File: config.mk
export PLATFORM = sky130hd
export DESIGN_NAME = note_sequencer
export DESIGN_NICKNAME = d
export VERILOG_FILES = /design/src/rtl/note_sequencer.sv
export SDC_FILE = /design/constraint.sdc
export NUM_CORES = 1
export LEC_CHECK = 0
export BUFFER_PORTS_ARGS = -buffer_cell sky130_fd_sc_hd__buf_2
export CORE_ASPECT_RATIO = 1.2
export CORE_MARGIN = 4
export CORE_UTILIZATION = 40
export DETAILED_ROUTE_END_ITERATION = 10
export PLACE_DENSITY_LB_ADDON = 0.08
export SLEW_MARGIN = 20
export SYNTH_ARGS = -nofsm -noshare
export SYNTH_HDL_FRONTEND = slang
export SYNTH_SLANG_ARGS = --single-unit
export TNS_END_PERCENT = 50
File: constraint.sdc
create_clock -name clk -period 3.7 [get_ports clk]
set_input_delay 0.37 -clock clk [delete_from_list [all_inputs] [get_ports clk]]
set_output_delay 0.37 -clock clk [all_outputs]
set_load 0.05 [all_outputs]
File: src/rtl/note_sequencer.sv
// Autonomous melody player: steps (pitch, length) from a step RAM and
// drives one oscillator's freq / env_reset / gate fields.
`ifndef FIXED_POINT
`define FIXED_POINT 16
`endif
`ifndef REAL_TO_FIXED_POINT
`define REAL_TO_FIXED_POINT(x) ($rtoi((x) * (1 << `FIXED_POINT)))
`endif

module note_sequencer #(
    parameter int DEPTH      = 64,
    parameter int FREQ_WIDTH = 32,
    parameter int LEN_WIDTH  = 4,
    parameter int UNIT_WIDTH = 20,
    localparam int AW        = $clog2(DEPTH)
) (
    input  logic                  clk,
    input  logic                  rst,
    input  logic                  sample_tick,
    input  logic [UNIT_WIDTH-1:0] unit_samples,
    input  logic [AW:0]           seq_length,
    input  logic                  loop_en,
    input  logic                  start,
    input  logic                  stop,
    input  logic                  wr_en,
    input  logic [AW-1:0]         wr_addr,
    input  logic [5:0]            wr_pitch,
    input  logic [LEN_WIDTH-1:0]  wr_len,
    output logic [FREQ_WIDTH-1:0] freq,
    output logic                  env_reset,
    output logic                  gate,
    output logic                  playing,
    output logic [AW-1:0]         step_idx,
    output logic                  done
);

    localparam int TW = LEN_WIDTH + UNIT_WIDTH;
    localparam int SW = 6 + LEN_WIDTH;

    // Equal-tempered C2..C6; indices 49..63 are rests
    localparam logic [FREQ_WIDTH-1:0] NOTE_ROM [64] = '{
        `REAL_TO_FIXED_POINT(65.406391),  `REAL_TO_FIXED_POINT(69.295658),
        `REAL_TO_FIXED_POINT(73.416192),  `REAL_TO_FIXED_POINT(77.781746),
        `REAL_TO_FIXED_POINT(82.406889),  `REAL_TO_FIXED_POINT(87.307058),
        `REAL_TO_FIXED_POINT(92.498606),  `REAL_TO_FIXED_POINT(97.998859),
        `REAL_TO_FIXED_POINT(103.826174), `REAL_TO_FIXED_POINT(110.0),
        `REAL_TO_FIXED_POINT(116.540940), `REAL_TO_FIXED_POINT(123.470825),
        `REAL_TO_FIXED_POINT(130.812783), `REAL_TO_FIXED_POINT(138.591315),
        `REAL_TO_FIXED_POINT(146.832384), `REAL_TO_FIXED_POINT(155.563492),
        `REAL_TO_FIXED_POINT(164.813778), `REAL_TO_FIXED_POINT(174.614116),
        `REAL_TO_FIXED_POINT(184.997211), `REAL_TO_FIXED_POINT(195.997718),
        `REAL_TO_FIXED_POINT(207.652349), `REAL_TO_FIXED_POINT(220.0),
        `REAL_TO_FIXED_POINT(233.081881), `REAL_TO_FIXED_POINT(246.941651),
        `REAL_TO_FIXED_POINT(261.625565), `REAL_TO_FIXED_POINT(277.182631),
        `REAL_TO_FIXED_POINT(293.664768), `REAL_TO_FIXED_POINT(311.126984),
        `REAL_TO_FIXED_POINT(329.627557), `REAL_TO_FIXED_POINT(349.228231),
        `REAL_TO_FIXED_POINT(369.994423), `REAL_TO_FIXED_POINT(391.995436),
        `REAL_TO_FIXED_POINT(415.304698), `REAL_TO_FIXED_POINT(440.0),
        `REAL_TO_FIXED_POINT(466.163762), `REAL_TO_FIXED_POINT(493.883301),
        `REAL_TO_FIXED_POINT(523.251131), `REAL_TO_FIXED_POINT(554.365262),
        `REAL_TO_FIXED_POINT(587.329536), `REAL_TO_FIXED_POINT(622.253967),
        `REAL_TO_FIXED_POINT(659.255114), `REAL_TO_FIXED_POINT(698.456463),
        `REAL_TO_FIXED_POINT(739.988845), `REAL_TO_FIXED_POINT(783.990872),
        `REAL_TO_FIXED_POINT(830.609395), `REAL_TO_FIXED_POINT(880.0),
        `REAL_TO_FIXED_POINT(932.327523), `REAL_TO_FIXED_POINT(987.766603),
        `REAL_TO_FIXED_POINT(1046.502261),
        '0, '0, '0, '0, '0, '0, '0, '0,
        '0, '0, '0, '0, '0, '0, '0
    };

    typedef enum logic [1:0] {IDLE, FETCH, APPLY, PLAY} state_t;

    state_t                 state;
    logic [SW-1:0]          mem [DEPTH];
    logic [SW-1:0]          rd_data;
    logic [TW-1:0]          counter;
    logic [TW-1:0]          target;

    logic [5:0]             rd_pitch;
    logic [LEN_WIDTH-1:0]   rd_len;
    logic [LEN_WIDTH-1:0]   len_eff;
    logic [UNIT_WIDTH-1:0]  unit_eff;
    logic                   rd_rest;
    logic                   last_step;
    logic                   step_end;

    assign rd_pitch  = rd_data[SW-1:LEN_WIDTH];
    assign rd_len    = rd_data[LEN_WIDTH-1:0];
    assign rd_rest   = (rd_pitch > 6'd48);
    assign len_eff   = (rd_len == '0) ? LEN_WIDTH'(1) : rd_len;
    assign unit_eff  = (unit_samples == '0) ? UNIT_WIDTH'(1) : unit_samples;
    // >= so a shrunk seq_length ends the sequence at the next boundary
    assign last_step = ({1'b0, step_idx} + (AW+1)'(1)) >= seq_length;
    assign step_end  = sample_tick && (counter == target - TW'(1));
    assign playing   = (state != IDLE);

    // Step RAM: read-before-write, so a same-cycle write returns old data
    always_ff @(posedge clk) begin
        if (wr_en)
            mem[wr_addr] <= {wr_pitch, wr_len};
        if (state == FETCH)
            rd_data <= mem[step_idx];
    end

    always_ff @(posedge clk or posedge rst) begin
        if (rst) begin
            state     <= IDLE;
            freq      <= '0;
            env_reset <= 1'b0;
            gate      <= 1'b0;
            step_idx  <= '0;
            done      <= 1'b0;
            counter   <= '0;
            target    <= '0;
        end else begin
            done <= 1'b0;
            // Hold env_reset through one full sample_tick
            if (env_reset && sample_tick)
                env_reset <= 1'b0;

            if (stop) begin
                state     <= IDLE;
                gate      <= 1'b0;
                env_reset <= 1'b0;
            end else if (start && (state != IDLE || seq_length != '0)) begin
                state    <= FETCH;
                step_idx <= '0;
                counter  <= '0;
            end else begin
                unique case (state)
                    IDLE: begin
                        gate <= 1'b0;
                    end
                    FETCH: begin
                        state <= APPLY;
                    end
                    APPLY: begin
                        freq    <= NOTE_ROM[rd_pitch];
                        gate    <= !rd_rest;
                        target  <= TW'(len_eff) * TW'(unit_eff);
                        counter <= '0;
                        if (!rd_rest)
                            env_reset <= 1'b1;
                        state <= PLAY;
                    end
                    PLAY: begin
                        if (sample_tick)
                            counter <= counter + TW'(1);
                        if (step_end) begin
                            if (!last_step) begin
                                step_idx <= step_idx + AW'(1);
                                state    <= FETCH;
                            end else if (loop_en) begin
                                step_idx <= '0;
                                state    <= FETCH;
                            end else begin
                                state <= IDLE;
                                gate  <= 1'b0;
                                done  <= 1'b1;
                            end
                        end
                    end
                    default: state <= IDLE;
                endcase
            end
        end
    end

endmodule

==> impl_results.md, run 1 <==
- Fin cells: 3614
- Asr flop ratio synth: 11.7%
- Placed cell count: 3448
- Congestion Overflow GR: 0
- Min Tclk post-route: 3890 ps
- Largest fanout on the critical path: 6
- Max Cap Viol: 0
- R2r startpoint: rd_data[1]
- Largest net degree at the start of global routing: 68
- Crit path launch: rd_data[1]
- Fin area: 39700 um2
- Most area-hungry cell type in the Yosys netlist: edfxtp_1
- Die X: 273 um
- Root buffer cell: clkbuf_16
- Post-synthesis sequential area ratio: 64.2%
- Area growth syn-to-layout: 17.6%
- FMAX: 257 MHz
- Crit path DAT: 4350 ps
- Tcrit/Tclk final: 105%
- Worst R2R Setup Slack: -190 ps
- #FFs+latches synth: 736
- Tot GR Track Use: 20.2%
- Core area: 83600 um2
- Setup ws final: -188 ps
- DRT antenna net count: 0
- Area of the multi-input gates: 11600 um2
- Via density: 5.52
- Top cell type's share of synthesized area: 57.8%
- Storage cell area: 21700 um2
- Syn_area_per_cell: 15.5 um2
- Initial core utilization: 40.4%
- Critical Path End: target[23]
- Peak supply drop: 0.360 mV
- Clk buf depth: 3
- DRC Markers: 0
- Share of cells above drive strength 1: 27.7%
- Final Hold Violating Endpoints: 0
- Violated checks: negative setup slack
- Slew headroom: 28.3%
- Fillcell total: 7388
- Initial drt markers: 1532
- Worst Clk Skew: 15.2 ps
- Placed instance area: 36700 um2
- HPWL Detailed: 59400 um
- Die Y-Extent: 326 um
- DR WL/cell: 24.8 um
- Vias in the first global route: 20700
- Placement Rows: 116
- Final setup viols: 11
- EDFF count, synth: 650
- Die area: 89200 um2
- Final WL: 89600 um
- Outcome: complete, but fails checks
- Hold WC Path Type: in2reg
- Leakage: 0.0137 uW
- Initial antenna violation count: 1
- Synth top area cells: edfxtp_1, mux4_2, dfrtp_1
- Synthesized instance count: 2178
- Ant diodes: 0
- Vias: 20000
- IO Port Bufs: 86
- Clk sinks: 736
- Post-placement worst setup slack: -732 ps
- Power per Cell Area: 496 nW/um2
- CTS tree: done
- Worst-case reg-to-reg path depth: 17
- R2r endpoint: target[23]
- First-pass DRT Iterations: 5
- Most used DFF post-synth: edfxtp_1
- Pwr Total: 19700 uW
- Slew Limit Fails: 0
- TritonCTS Buffers: 78
- Nets@finish: 2566
- Gpl congestion: 0.864
- Global-route wire length before repair: 135000 um
- Post-synthesis cell type count: 72
- H-tree levels: 3
- Crit Path Class: reg2reg
- Worst Tran Pin Value: 1080 ps
- Min-delay src: start
- Worst Path Required: 4170 ps
- Ports: 92
- Reg clk slew, reported paths: 60 ps
- Fin Setup TNS: -870 ps
- Synth Cell Area: 33800 um2
- Ys Warns: 0
- Setup crit end kind: flip-flop
- Startpoint Class: flip-flop
- RSZ-0062 raised after global routing: yes
- Clock Latency Late Sink: 630 ps
critical path, cell delays in order (launching register included):
cell	delay [ps]
edfxtp_1	420
buf_6	160
and2_4	160
fa_1	530
inv_1	50
fa_1	500
inv_2	50
ha_4	220
a21oi_4	130
o21ai_2	80
a2111oi_2	290
buf_4	170
a21boi_2	60
o211ai_1	180
nand3_1	130
o41a_1	350
xnor2_1	170
o21ai_1	80
layout by cell type, fill, tap and decap left out, types with 17 or more instances in the layout:
master	instances
a21oi_1	51
a31oi_1	18
and2_1	58
buf_2	87
buf_4	195
clkbuf_16	80
clkinv_1	17
dfrtp_1	82
edfxtp_1	650
fa_1	35
ha_1	35
inv_1	96
mux4_2	210
nand2_1	159
nand2b_1	19
nand3_1	44
nor2_1	154
nor2b_1	17
nor3_1	22
o21ai_0	81
xnor2_1	35
xor2_1	30
per-layer routing:
| layer | share of wire (%) | routed length [um] | up-vias | track usage (%) |
|---|---|---|---|---|
| li1 | - | - | 8877 | - |
| met4 | 1.9 | 1710 | 2 | 4.56 |
| met2 | 52 | 46700 | 526 | 35.7 |
| met3 | 4.4 | 3990 | 102 | 2.74 |
| met5 | 0.015 | 13 | - | 0 |
| met1 | 41 | 37200 | 10400 | 26.6 |
sequential cells by signal (all words and copies together) (netlist names), 2 cells and up:
signal and cells:
counter 24, rd_data 10, step_idx 6, freq 27
state 2, mem 640, target 24
per-stage QoR:
stage | util (%) | hold slack, ps
floorplan | - | 443
global placement | 43.9 | 457
detailed placement | 43.9 | 462
CTS | 47.2 | 38.6
global route | 47.5 | 53.8
finish | 47.5 | 64.8
worst min-delay path by stage:
stage,slack (ps),to,cells after the start
finish,60,state[1],2
global route,50,state[1],2
CTS,40,state[1],2
detailed placement,460,freq[10],2
global placement,460,freq[10],2
floorplan,440,state[1],1
report_power, final:
part           switching, uW  total [uW]  leakage, uW  internal [uW]
clock network           3190        7680      0.00121           4480
logic                   1540        2560      0.00551           1020
registers                207        9470      0.00698           9260
logic make-up after synthesis:
family	synth area share, %
DFF	64.2
and+or+nand+nor	8.04
AOI/OAI and AO/OA	5.17
buffers and inverters	2.65
muxes	14.4
adders and majority gates	3.88
xor gates and xnor gates	1.69
other	0.0111
layout make-up:
type / instances / share of cell area (%)
Sequential cell: 736 / 54.6
Multi-Input combinational cell: 1217 / 29.2
Timing Repair Buffer: 298 / 5.43
Clock buffer: 95 / 5.23
Tap cell: 1121 / 3.53
Clock inverter: 45 / 1.05
Inverter: 102 / 0.970
synthesized netlist by cell type (6+ instances only):
library cell,n
a211oi_1,13
a21o_1,9
a21oi_1,58
a31oi_1,19
and2_1,60
and3_1,11
buf_1,25
buf_4,6
clkbuf_1,95
dfrtp_1,86
edfxtp_1,650
fa_1,36
ha_1,47
inv_1,101
mux2i_1,11
mux4_2,210
nand2_1,161
nand2b_1,19
nand3_1,44
nor2_1,156
nor2b_1,18
nor3_1,24
nor3b_1,7
nor4_1,16
o211ai_1,13
o21a_1,8
o21ai_0,92
o31ai_1,7
or3_1,13
or4_1,6
xnor2_1,35
xor2_1,30
what timing repair did:
action                                 4_1_cts  5_1_grt
cloned                                       2        1
gates resized for setup                     29       39
endpoints found under the hold margin       63        0
pin swaps                                   17       32
buffers inserted                            15        9
setup endpoints to repair                   11       15
hold buffers                                 1        0
Note: power is estimated with default switching activity, not from simulation.
==> run 2, diff against run 1 <==
--- a/config.mk
+++ b/config.mk
@@ -6,7 +6,7 @@
 export NUM_CORES = 1
 export LEC_CHECK = 0
 export BUFFER_PORTS_ARGS = -buffer_cell sky130_fd_sc_hd__buf_2
-export CORE_ASPECT_RATIO = 1.2
+export CORE_ASPECT_RATIO = 0.9
 export CORE_MARGIN = 4
 export CORE_UTILIZATION = 40
 export DETAILED_ROUTE_END_ITERATION = 10
==> constraint.sdc (replaced) <==
create_clock -name clk -period 3.7 [get_ports clk]
set_input_delay 0.74 -clock clk [delete_from_list [all_inputs] [get_ports clk]]
set_output_delay 0.74 -clock clk [all_outputs]
set_load 0.05 [all_outputs]
==> impl_results.md, run 2 (synthesis results as in run 1) <==
- Leakage: 0.0138 uW
- Crit Path Class: in2reg
- Violated checks: negative setup slack
- Nets@finish: 2579
- Initial drt markers: 1651
- Storage cell area: 21700 um2
- Outcome: complete, but fails checks
- Max Cap Viol: 0
- Routed wl met2: 42400 um
- Core area: 83200 um2
- TritonCTS Buffers: 80
- Vias: 19700
- Pwr Total: 19700 uW
- Clock Latency Late Sink: 660 ps
- Largest fanout on the critical path: 2
- Placement Rows: 100
- Worst Path Required: 4180 ps
- Congestion Overflow GR: 0
- Most common cell after layout, fill and taps aside: edfxtp_1
- Ant diodes: 0
- WL met1: 39700 um
- Die area: 89100 um2
- Die X: 314 um
- Worst-case reg-to-reg path depth: 16
- Initial antenna violation count: 2
- RSZ-0062 raised after global routing: yes
- Vias in the first global route: 20200
- Area growth syn-to-layout: 17.8%
- Fin cells: 3630
- Most frequent cells in the layout: edfxtp_1, buf_4, mux4_2, nand2_1, nor2_1
- Met3 WL: 4220 um
- Tot GR Track Use: 19.7%
- Worst Clk Skew: 42.5 ps
- Largest net degree at the start of global routing: 68
- Global-route wire length before repair: 131000 um
- IO Port Bufs: 86
- Hold WC Path Type: in2async
- FMAX: 250 MHz
- First-pass DRT Iterations: 6
- Fillcell total: 7287
- Clk buf depth: 3
- Placed cell count: 3480
- Final core utilization: 47.8%
- Area of the multi-input gates: 11500 um2
- Gpl congestion: 0.853
- Worst R2R Setup Slack: -260 ps
- H-tree levels: 3
- Crit path DAT: 4490 ps
- Startpoint Class: input port
- Tcrit/Tclk final: 108%
- Final WL: 87800 um
- Ports: 92
- CTS tree: done
- HPWL Detailed: 58300 um
- Worst Tran Pin Value: 1090 ps
- DRT antenna net count: 0
- DRC Markers: 0
- Regs by FF count: mem x640, freq x27
- DR WL/cell: 24.2 um
- Post-placement worst setup slack: -1090 ps
- Reg clk slew, reported paths: 60 ps
- Fin Setup TNS: -1410 ps
- Min Tclk post-route: 4000 ps
- Max reg flops: 640
- Slew headroom: 27.5%
- Hold_buf cts: 0
- Peak supply drop: 0.420 mV
- Slew Limit Fails: 0
- Die Y-Extent: 284 um
- Via density: 5.44
- Setup ws final: -301 ps
- Share of cells above drive strength 1: 28.3%
- R2r endpoint: target[23]
- Final Hold Violating Endpoints: 0
- Top Metal Used: met4
- Setup crit end kind: flip-flop
- Root buffer cell: clkbuf_16
- Final setup viols: 9
- R2r startpoint: rd_data[3]
- Initial core utilization: 40.6%
- Biggest register: mem
- Power per Cell Area: 494 nW/um2
- Clk sinks: 736
[run 2: cell count changes in the layout (fill, tap and decap cells not counted), moves of 3 or more]
| cell | before | now |
|---|---|---|
| and2_1 | 58 | 52 |
| and2_4 | 2 | 8 |
| buf_2 | 87 | 83 |
| buf_4 | 195 | 214 |
| bufinv_16 | 7 | 4 |
| clkinv_1 | 17 | 13 |
| clkinv_16 | 0 | 3 |
| clkinv_2 | 13 | 18 |
| ha_1 | 35 | 38 |
[run 2: layout make-up]
| class | count | share of cell area (%) |
|---|---|---|
| Clock inverter | 47 | 1.13 |
| Timing Repair Buffer | 310 | 5.62 |
| Clock buffer | 97 | 5.27 |
| Inverter | 102 | 0.965 |
| Sequential cell | 736 | 54.5 |
| Multi-Input combinational cell | 1216 | 29.0 |
| Tap cell | 1122 | 3.53 |
[run 2: critical path: stages]
cell	delay, ps
buf_2	110
nor4_2	260
nand4_1	130
o41ai_2	240
buf_4	180
nand2_2	50
fa_1	450
fa_1	560
inv_2	60
ha_4	230
a211oi_4	220
o21ai_2	120
nand4b_1	160
a21boi_2	90
o211ai_1	170
nand3_1	140
o41a_1	350
xnor2_1	150
o21ai_1	70
[run 2: power breakdown]
| part | internal [uW] | leakage, uW | switching (uW) |
|---|---|---|---|
| sequential | 9260 | 0.00698 | 214 |
| clock | 4360 | 0.00123 | 3340 |
| combinational | 985 | 0.00558 | 1480 |
| total | 14600 | 0.0138 | 5040 |
[run 2: worst max path at each step]
stage	from	end	slack [ps]
after floorplan	unit_samples[5]	target[23]	-590
after detailed placement	unit_samples[9]	target[23]	-1090
after CTS	rd_data[1]	target[23]	-280
final	unit_samples[5]	target[23]	-300
after global routing	unit_samples[13]	target[23]	-500
after global placement	unit_samples[17]	target[23]	-1080
[run 2: what timing repair did]
| action | 4_1_cts | 5_1_grt |
|---|---|---|
| hold endpoints to repair | 0 | 0 |
| buffers inserted | 4 | 2 |
| setup endpoints to repair | 13 | 15 |
| resized for setup | 29 | 36 |
| pin swaps | 11 | 14 |
[run 2: per-stage QoR]
step | cell area [um2] | hold WS, ps
floorplan | 33800 | 470
global placement | 36900 | 456
detailed placement | 36900 | 470
CTS | 39600 | 146
global route | 39800 | 191
finish | 39800 | 168
[run 2: routing by layer]
metal | track usage, % | vias up
met1 | 28.4 | 10300
met3 | 3.24 | 108
met4 | 3.98 | 0
met2 | 31.9 | 469
li1 | - | 8909
met5 | 0 | -
